<file path="config.mk">
export PLATFORM = sky130hd
export DESIGN_NAME = word_lane_serializer
export DESIGN_NICKNAME = d
export VERILOG_FILES = /design/src/rtl/word_lane_serializer_pkg.sv /design/src/rtl/word_lane_serializer_lane_mux.sv /design/src/rtl/word_lane_serializer.sv
export SDC_FILE = /design/constraint.sdc
export NUM_CORES = 1
export LEC_CHECK = 0
export BUFFER_PORTS_ARGS = -buffer_cell sky130_fd_sc_hd__buf_2
export CAP_MARGIN = 30
export CORE_MARGIN = 2
export CORE_UTILIZATION = 49
export CTS_CLUSTER_DIAMETER = 200
export CTS_CLUSTER_SIZE = 28
export DETAILED_ROUTE_END_ITERATION = 6
export PLACE_DENSITY = 0.83
export SLEW_MARGIN = 20
export SYNTH_ARGS = -nofsm -noshare
export SYNTH_HDL_FRONTEND = slang
export SYNTH_SLANG_ARGS = --single-unit
export TNS_END_PERCENT = 100
</file>
<file path="constraint.sdc">
create_clock -name clk -period 4.3 [get_ports clk]
set_clock_uncertainty 0.2 [all_clocks]
set_input_delay 0.645 -clock clk [delete_from_list [all_inputs] [get_ports clk]]
set_output_delay 0.645 -clock clk [all_outputs]
set_load 0.01 [all_outputs]
</file>
<file path="src/rtl/word_lane_serializer_pkg.sv">
// Shared types and helpers for the word-to-lane serializer.
// State encoding plus the width helper used for lane index ports.
package word_lane_serializer_pkg;

    typedef enum logic {
        S_IDLE = 1'b0,
        S_SEND = 1'b1
    } state_t;

    function automatic int clog2(input int v);
        int r;
        r = 0;
        while ((1 << r) < v) r++;
        return r;
    endfunction

    // Index width never collapses to zero, even for a one-lane word.
    function automatic int idx_w(input int n);
        return (clog2(n) < 1) ? 1 : clog2(n);
    endfunction

endpackage

</file>
<file path="src/rtl/word_lane_serializer_lane_mux.sv">
// N-way lane selector: picks LANE_W bits of a word by lane index.
// Purely combinational; lane 0 is the least significant lane.
module lane_mux #(
    parameter int WORD_W = 32,
    parameter int LANE_W = 8,
    parameter int IW     = 2
) (
    input  logic [WORD_W-1:0] word,
    input  logic [IW-1:0]     idx,
    output logic [LANE_W-1:0] lane
);

    localparam int N = WORD_W / LANE_W;

    always_comb begin
        lane = '0;
        for (int i = 0; i < N; i++) begin
            if (idx == IW'(i)) lane = word[i*LANE_W +: LANE_W];
        end
    end

endmodule

</file>
<file path="src/rtl/word_lane_serializer.sv">
// Splits one WORD_W word per handshake into LANE_W lanes,
// with selectable lane order and partial-word counts.
module word_lane_serializer
    import word_lane_serializer_pkg::*;
#(
    parameter int WORD_W    = 32,
    parameter int LANE_W    = 8,
    parameter bit MSB_FIRST = 1'b1,
    localparam int N        = WORD_W / LANE_W,
    localparam int IW       = idx_w(N)
) (
    input  logic              clk,
    input  logic              reset,
    input  logic              in_valid,
    output logic              in_ready,
    input  logic [WORD_W-1:0] in_word,
    input  logic [IW:0]       in_count,
    output logic              out_valid,
    input  logic              out_ready,
    output logic [LANE_W-1:0] out_lane,
    output logic [IW-1:0]     out_idx,
    output logic              out_last
);

    localparam logic [IW:0] N_C = (IW+1)'(N);

    state_t            state;
    logic [WORD_W-1:0] word_q;
    logic [IW:0]       cnt_q;
    logic [IW-1:0]     cnt;
    logic [IW-1:0]     idx;
    logic [IW:0]       eff_cnt;
    logic [LANE_W-1:0] lane_sel;
    logic              send;
    logic              last;
    logic              in_fire;
    logic              out_fire;

    assign send     = (state == S_SEND);
    assign eff_cnt  = (in_count == '0 || in_count > N_C) ? N_C : in_count;
    assign idx      = MSB_FIRST ? (IW'(N-1) - cnt) : cnt;
    assign last     = send && ({1'b0, cnt} == cnt_q - (IW+1)'(1));
    assign out_fire = send && out_ready;
    // Ready opens in the last-lane cycle so the next word follows gap-free.
    assign in_ready = !reset && (!send || (out_fire && last));
    assign in_fire  = in_valid && in_ready;

    lane_mux #(
        .WORD_W (WORD_W),
        .LANE_W (LANE_W),
        .IW     (IW)
    ) u_lane_mux (
        .word (word_q),
        .idx  (idx),
        .lane (lane_sel)
    );

    assign out_valid = send;
    assign out_lane  = send ? lane_sel : '0;
    assign out_idx   = send ? idx : '0;
    assign out_last  = last;

    always_ff @(posedge clk) begin
        if (reset) begin
            state  <= S_IDLE;
            cnt    <= '0;
            cnt_q  <= '0;
            word_q <= '0;
        end else if (in_fire) begin
            state  <= S_SEND;
            word_q <= in_word;
            cnt_q  <= eff_cnt;
            cnt    <= '0;
        end else if (out_fire) begin
            if (last) begin
                state <= S_IDLE;
                cnt   <= '0;
            end else begin
                cnt <= cnt + IW'(1);
            end
        end
    end

endmodule

</file>
-- After elaboration in Yosys (flattened, before gate mapping)
Cells that the tools add are included.
- reductions and logical operators: 15
- eq/ne operators: 4
- add/sub/neg operators: 3
- $lt $le $gt $ge: 1
- multiplexer cells: 11
- operator list (operator ; count):
    $mux W8 ; 5
    $logic_and A1 B1 Y1 ; 5
    $eq A2 B2 Y1 const B ; 2
    $mux W2 ; 2
    $reduce_bool A2 Y1 ; 2
    $eq A2 B3 Y1 ; 1
    $gt A3 B3 Y1 const B ; 1
    $logic_not A3 Y1 ; 1
    $mux W1 ; 3
    $mux W3 ; 1
    $sub A3 B1 Y3 const B ; 1
    $add A2 B1 Y2 const B ; 1
    $eq A2 B1 Y1 const B ; 1
    $logic_not A1 Y1 ; 2
    $logic_not A2 Y1 ; 1
    $logic_or A1 B1 Y1 ; 2
    $reduce_and A2 Y1 ; 1
    $reduce_or A2 Y1 ; 1
    $sub A2 B2 Y2 const A ; 1
- bits in registers: 38
- input bits: 39
- output and inout bits: 13

-- Logic depth before layout (Yosys ltp)
Gate-level depths: netlist (run 1).
- depth after elaboration: 9
- depth in mapped cells: 8
- gate-level depth less buffers: 6

-- Hierarchy
A second synthesis (run 1) with hierarchy kept.
- cell total of the unflattened synthesis: 217
- area total of the unflattened synthesis: 1836.8 um2
- by module, submodules not included (module ; times used ; area each (um2) ; cells each):
    word_lane_serializer ; 1 ; 1640.3 ; 207
    lane_mux ; 1 ; 196.4 ; 10

-- Worst setup path after synthesis (run 1)
No wires, ideal clock.
- kind: register -> output
- start: register cnt[0]
- end: output port out_lane[0]
- required time: 3455 ps
- stages on the path, launching flop included: 7
- path slack: 1968 ps
- data arrival time: 1487 ps
- path through: dfxtp_1 -> inv_1 -> ha_1 -> clkbuf_1 -> o21ai_0 -> mux2i_1 -> o21ai_0
- longest elaborated chain between the ends: 7
- RTL lines (what ; line ; source):
    start: declaration ; word_lane_serializer.sv:30 ; logic [IW-1:0] cnt;
    start signal: assignment ; word_lane_serializer.sv:79 ; cnt <= cnt + IW'(1);
    $sub A2 B2 Y2 * ; word_lane_serializer.sv:41 ; assign idx = MSB_FIRST ? (IW'(N-1) - cnt) : cnt;
    $logic_not A2 Y1 ; word_lane_serializer_lane_mux.sv:18 ; if (idx == IW'(i)) lane = word[i*LANE_W +: LANE_W];
    $mux W8 (3 in a row) ; word_lane_serializer_lane_mux.sv:18 ;
    $mux W8 * ; word_lane_serializer_lane_mux.sv:18 ;
    $mux W8 * ; word_lane_serializer.sv:59 ; assign out_lane = send ? lane_sel : '0;
    end: declaration ; word_lane_serializer.sv:20 ; output logic [LANE_W-1:0] out_lane,
Mark *: on every way between the ends. The rest lies on a longest branch, timed or not.

-- Worst setup path in the final report (run 1)
- start: register cnt_q[0]
- end: output port in_ready
- longest elaborated chain between the ends: 6
- RTL lines (what ; line ; source):
    start: declaration ; word_lane_serializer.sv:29 ; logic [IW:0] cnt_q;
    start signal: assignment ; word_lane_serializer.sv:72 ; cnt_q <= eff_cnt;
    $sub A3 B1 Y3 ; word_lane_serializer.sv:42 ; assign last = send && ({1'b0, cnt} == cnt_q - (IW+1)'(1));
    $eq A2 B3 Y1 ; word_lane_serializer.sv:42 ;
    $logic_and A1 B1 Y1 ; word_lane_serializer.sv:42 ;
    $logic_and A1 B1 Y1 ; word_lane_serializer.sv:45 ; assign in_ready = !reset && (!send || (out_fire && last));
    $logic_or A1 B1 Y1 ; word_lane_serializer.sv:45 ;
    $logic_and A1 B1 Y1 ; word_lane_serializer.sv:45 ;
    end: declaration ; word_lane_serializer.sv:15 ; output logic in_ready,
No other way between the ends.

==> results of run 1 <==
power by group through the flow:
stage	combinational [mW]	sequential, mW	clock (mW)
floorplan	0.0908	0.389	0
global placement	0.114	0.394	0
detailed placement	0.116	0.395	0
CTS	0.117	0.387	0.309
global route	0.129	0.390	0.320
finish	0.115	0.387	0.302
flip-flops by register name, summed over array words and instances, names as in the netlist:
name,cells
word_q,32
cnt,2
out_valid,1
cnt_q,3
Yosys cell counts, types with 2 or more instances:
master,number
nor2_1,3
a21oi_1,6
nand2_1,55
and2_1,2
nor2b_1,3
a21oi_2,29
nand2_2,29
mux2i_1,8
o21ai_0,17
ha_1,6
nand3_1,9
buf_12,3
buf_2,3
clkbuf_1,9
nand3b_1,2
a211oi_1,2
dfxtp_1,38
inv_1,6
logic make-up (layout without fill, tap and decap cells):
family                   after synthesis  after routing
AO/OA/AOI/OAI                         58             58
XOR/XNOR                               3              3
adder cells (fa/ha/maj)                6              6
buffers and inverters                 22             67
flip-flops                            38             38
multiplexers                           8              8
AND/OR/NAND/NOR                      109            109
routing by layer:
metal  GRT usage (%)  vias to the layer above
met5               0                        -
met4            6.62                        0
met3            4.87                        7
met2            33.8                       36
met1            23.1                      777
li1                -                      895
metrics by stage:
stage / power (mW) / worst slack, ns / hold WS [ns] / cell area [um^2]
floorplan: 0.480 / 1.97 / 0.232 / 2060
global placement: 0.508 / 1.86 / 0.243 / 2270
detailed placement: 0.512 / 1.81 / 0.247 / 2270
CTS: 0.813 / 1.49 / 0.258 / 2390
global route: 0.838 / 1.36 / 0.284 / 2390
finish: 0.805 / 1.50 / 0.259 / 2390
how the worst max path moves through the flow:
stage | slack [ns] | cells past startpoint | start | to
floorplan | 1.97 | 6 | cnt[0] | out_lane[0]
global placement | 1.86 | 6 | cnt_q[0] | cnt_q[0]
detailed placement | 1.81 | 6 | cnt_q[0] | cnt_q[1]
CTS | 1.49 | 7 | cnt_q[0] | in_ready
global route | 1.36 | 7 | cnt_q[0] | in_ready
finish | 1.50 | 7 | cnt_q[0] | in_ready
layout make-up:
| class | instances | area [um^2] |
|---|---|---|
| clock buffers | 5 | 68.8 |
| clock inverters | 3 | 45.0 |
| fillers | 391 | 1640 |
| inverters | 6 | 22.5 |
| multi-input cells | 184 | 1160 |
| flip-flops and latches | 38 | 761 |
| well taps | 50 | 62.6 |
| repair buffers | 53 | 270 |
tightest hold or removal path: stages, from the launching register on:
cell     delay, ns
dfxtp_1       0.31
nand2_1       0.05
a21oi_1       0.05
==> results.yml, run 1 <==
run_status:
  status: "complete, no violations"
routing:
  dr_wl_met3_um: 169
  drc: 0
  drt_pre_antenna_iters: 4
  vias_per_cell: 5.06
  drt_iter0_markers: 121
  vias: 1715
  routedLengthMet1_um: 1960
  wl_um: 4290
  met2WireLength_um: 2080
  wl_per_cell_um: 12.6
  antenna_left: 0
  top_layer_used: "met4"
sta:
  hold_violations: 0
  fmax_mhz: 358
  slew-limit-headroom_pct: 42.8
  rsz0062_at_grt: "false"
  tightest_slew_ns: 0.858
  period_share_pct: 65.0
  period_minus_slack_ns: 2.80
  slew_viol_final: 0
  setup_viol: 0
  tns_ns: 0
placed_design:
  io_buffers: 51
  place_inst: 331
  post-dp-hpwl_um: 3210
  routabilityCongestion: 0.813
final_layout:
  nets: 333
  fin_cells: 339
  fin_util_pct: 59.3
  drive_above_1_share_pct: 43.6
  syn_to_final_growth_pct: 15.9
  antennaDiodeCount: 0
  layout_commonest_cell: "nand2_1"
  layout_common_cells: "nand2_1, buf_2, dfxtp_1"
synthesis:
  syn-cell-area_um2: 2060
  ys_warn_count: 0
  synth_cells: 244
  seq_area_frac_synth_pct: 36.9
  synth_top_area_cell: "dfxtp_1"
  syn-num-nets: 289
  synth-simple-area-share_pct: 26.1
  async_reset_ff_share_pct: 0
  synth_top_family_by_area: "simple AND/OR/NAND/NOR gates"
  synth_compound_gate_area_share_pct: 20.8
  synthDistinctLibCells: 32
  avgSynthCellArea_um2: 8.44
  synth_flop_cell: "dfxtp_1"
  synth_adder_area_share_pct: 3.65
  synth_edf_count: 0
  yosys-top-cells-area: "dfxtp_1, a21oi_2, nand2_1"
  synth_top_area_share_pct: 36.9
  ys_seq_elements: 38
  synth-xor-area-share_pct: 1.64
  muxShareOfSynthArea_pct: 3.89
global_route:
  grt_pass1_vias: 1589
  grt_max_degree: 40
  grt-ovfl-total: 0
  grt_pass1_wl_um: 6770
  grt_use_total_pct: 19.4
  antenna_found_initial: 0
setup_path:
  start_kind: "flip-flop"
  r2r_cells: 6
  critical_path.max_stage_delay_ns: 0.40
  cp_num_buf_inv: 2
  cp-end-kind: "output port"
  r2r-start: "cnt_q[0]"
  critPathRequiredTime_ns: 3.45
  arrival_ns: 1.95
  cp_max_fo: 5
  cpLargestDelayFamily: "flip-flops"
  critPathSlowestCell: "dfxtp_1"
  r2r-end: "word_q[8]"
  regToRegSetupSlack_ns: 1.83
  path_cells: "inv_1 > ha_1 > xor2_1 > and3_4 > nand2_1 > a21oi_1 > buf_2"
  criticalPathCategory: "flip-flop to output port"
clocking:
  htreeDepth: 2
  clock_latency_ns: 0.29
  post-cts-setup-buffers: 0
  cts_resized: 0
  cts-root-buf: "clkbuf_8"
  clock_path_buffers: 2
  cts_buffers: 5
  clock-sinks: 38
  postCtsHoldBufs: 0
  clk_pin_slew_ns: 0.08
  tritoncts: "done"
power_and_ir_drop:
  clockPowerShare_pct: 37.6
  leakage_nw: 0.907
  ir_worst_vdd_mv: 0.215
  power_density_nw_per_um2: 337
  seqPwrFrac_pct: 48.1
  swShare_pct: 26.3
  p_sw_uw: 212
  combPwrFrac_pct: 14.3
  internal_power_uw: 593
floorplanning:
  rows: 23
  die_area_um2: 4740
  boundaryPins: 52
  chipWidth_um: 68.8
  initial_core_util_pct: 51.1
  core-area_um2: 4030
  dieHeight_um: 68.8
worst_hold_path:
  whs_path_depth: 2
  hp-class: "flip-flop to flip-flop"
  min_from: "cnt_q[1]"
  holdPathEnd: "cnt_q[1]"
flow_run:
  cap_viol_max_count: 0
Note: power is estimated with default switching activity, not from simulation.
==> run 2: changes to the inputs <==
- CORE_UTILIZATION: 49 -> 48
- PLACE_DENSITY: 0.83 -> 0.84
- clock period: 4.3 -> 2.4 ns (I/O delays scaled with it)
==> run 2 against run 1 <==
  * Power is 80% higher
  * Clock-buffer cell count is 2 higher
  * Critical path type unchanged
  * First-iteration DRC count is 28% lower
  * Worst setup slack worse by 1.5 ns
  * Routed wire length is 8.2% higher
  * Largest power group unchanged
  * Sequential power is 80% higher
  * Sequential share of layout area is 1.1 points lower
  * Combinational power is 100% higher
  * Register-to-register slack worse by 1.5 ns
  * Final area is 4.2% higher
  * Global-route usage hardly changed
  * Die area is 2.0% higher
==> results.yml, run 2 (synthesized netlist as in run 1, its figures left out) <==
run_status:
  status: "complete, no violations"
setup_path:
  arrival_ns: 1.80
  criticalPathCategory: "flip-flop to output port"
  cp-startpoint: "cnt[0]"
  path_cells: "inv_1 > ha_4 > o21ai_1 > mux2i_1 > o21ai_1 > buf_2"
  cp-end-kind: "output port"
  critPathRequiredTime_ns: 1.84
  critical_path.max_stage_delay_ns: 0.44
  cpLargestDelayFamily: "flip-flops"
  start_kind: "flip-flop"
  cp.depth: 6
  r2r-start: "cnt_q[0]"
  critPathSlowestCell: "dfxtp_2"
  cp_max_fo: 16
  regToRegSetupSlack_ns: 0.34
  r2r-end: "word_q[17]"
  r2r_cells: 8
  cp-endpoint: "out_lane[5]"
  critPathMostFrequentCell: "o21ai_1"
  cp_num_buf_inv: 2
final_layout:
  top_register: "word_q"
  finalInstanceArea_um2: 2490
  syn_to_final_growth_pct: 20.8
  layout_commonest_cell: "nand2_1"
  reg_top3: "word_q x32, cnt_q x3, cnt x2"
  layout_common_cells: "nand2_1, buf_2, dfxtp_1"
  drive_above_1_share_pct: 47.5
  antennaDiodeCount: 0
  nets: 339
  largest_reg_flops: 32
global_route:
  antenna_found_initial: 0
  grt_max_degree: 28
  grt_pass1_vias: 1672
  grt_pass1_wl_um: 7470
  met3_usage_pct: 5.81
  grt_use_total_pct: 19.4
  busiest_layer: "met2"
  grt_use_met2_pct: 31.6
  grtUsageMet1_pct: 23.4
  grt-ovfl-total: 0
placed_design:
  post-dp-hpwl_um: 3280
  pre_cts_ws_ns: 0.182
  io_buffers: 51
  dpl-instance-area_um2: 2310
  routabilityCongestion: 0.890
routing:
  wl_per_cell_um: 13.4
  drc: 0
  vias: 1789
  drt_iter0_markers: 87
  vias_per_cell: 5.19
  antenna_left: 0
  drt_pre_antenna_iters: 4
  wl_um: 4640
clocking:
  tritoncts: "done"
  htreeDepth: 2
  clock_latency_ns: 0.29
  postCtsHoldBufs: 0
  clock_path_buffers: 2
  cts_buffers: 5
  clk_pin_slew_ns: 0.07
  cts-root-buf: "clkbuf_8"
  clock-sinks: 38
sta:
  fin_ws_ns: 0.0430
  fmax_mhz: 424
  setup_viol: 0
  slew-limit-headroom_pct: 63.5
  tightest_slew_ns: 0.547
  slew_viol_final: 0
  hold_violations: 0
  period_minus_slack_ns: 2.36
  period_share_pct: 98.2
floorplanning:
  boundaryPins: 52
  initial_core_util_pct: 50.8
  die_area_um2: 4830
  rows: 23
  core-area_um2: 4060
  dieHeight_um: 69.5
  chipWidth_um: 69.5
power_and_ir_drop:
  power.total_mw: 1.45
  ir_worst_vdd_mv: 0.291
  power_density_nw_per_um2: 583
  leakage_nw: 0.948
flow_run:
  cap_viol_max_count: 0
worst_hold_path:
  hp-class: "input port to flip-flop"
run 2: cell count changes in the layout (fill, tap and decap cells not counted), sizes merged:
cell	previous run	this run
clkinvlp	2	0
buf	53	59
clkbuf	5	7
run 2: through the flow:
stage          hold slack [ns]  instances  setup TNS, ns  utilization [%]
3_3_place_gp             0.241        334              0             56.9
5_1_grt                  0.110        345        -0.0565             61.3
3_5_place_dp             0.252        334              0             56.9
4_1_cts                 0.0991        343              0             60.3
2_1_floorplan            0.232        244              0                -
6_report                 0.102        345              0             61.3
run 2: tightest hold or removal path, stage by stage:
cell and delay (ns):
buf_2 0.10, nand2_2 0.05, a21oi_2 0.04
run 2: how the worst min path moves through the flow:
stage	slack (ns)	end	start	cells past startpoint
6_report	0.10	word_q[31]	in_word[31]	3
5_1_grt	0.11	word_q[20]	in_word[20]	3
4_1_cts	0.1	word_q[18]	in_word[18]	3
3_5_place_dp	0.25	word_q[28]	word_q[28]	2
3_3_place_gp	0.24	cnt_q[1]	cnt_q[1]	2
2_1_floorplan	0.23	cnt_q[1]	cnt_q[1]	2
run 2: cell type report:
class                   instances  area (um^2)
inverters                       6         22.5
clock buffers                   7         76.3
flip-flops and latches         38          764
clock inverters                 1         30.0
repair buffers                 59          328
multi-input cells             184         1200
fillers                       357         1570
well taps                      50         62.6
run 2: where the power goes:
group / leakage [nW] / internal (mW) / total [mW] / switching, mW
clock network: 0.0524 / 0.311 / 0.526 / 0.215
logic: 0.582 / 0.103 / 0.231 / 0.128
registers: 0.313 / 0.667 / 0.695 / 0.0287
run 2: metal layers:
layer	routed length, um	part of all wire (%)	vias to the layer above
met5	0	0	-
met4	172	3.7	0
met3	248	5.3	17
met2	2210	48	61
met1	2010	43	803
li1	-	-	908
run 2: timing repair:
item                       4_1_cts  5_1_grt
setup endpoints to repair       10        9
setup buffers                    1        2
pin swaps                        0        1
gates resized for setup          7       10
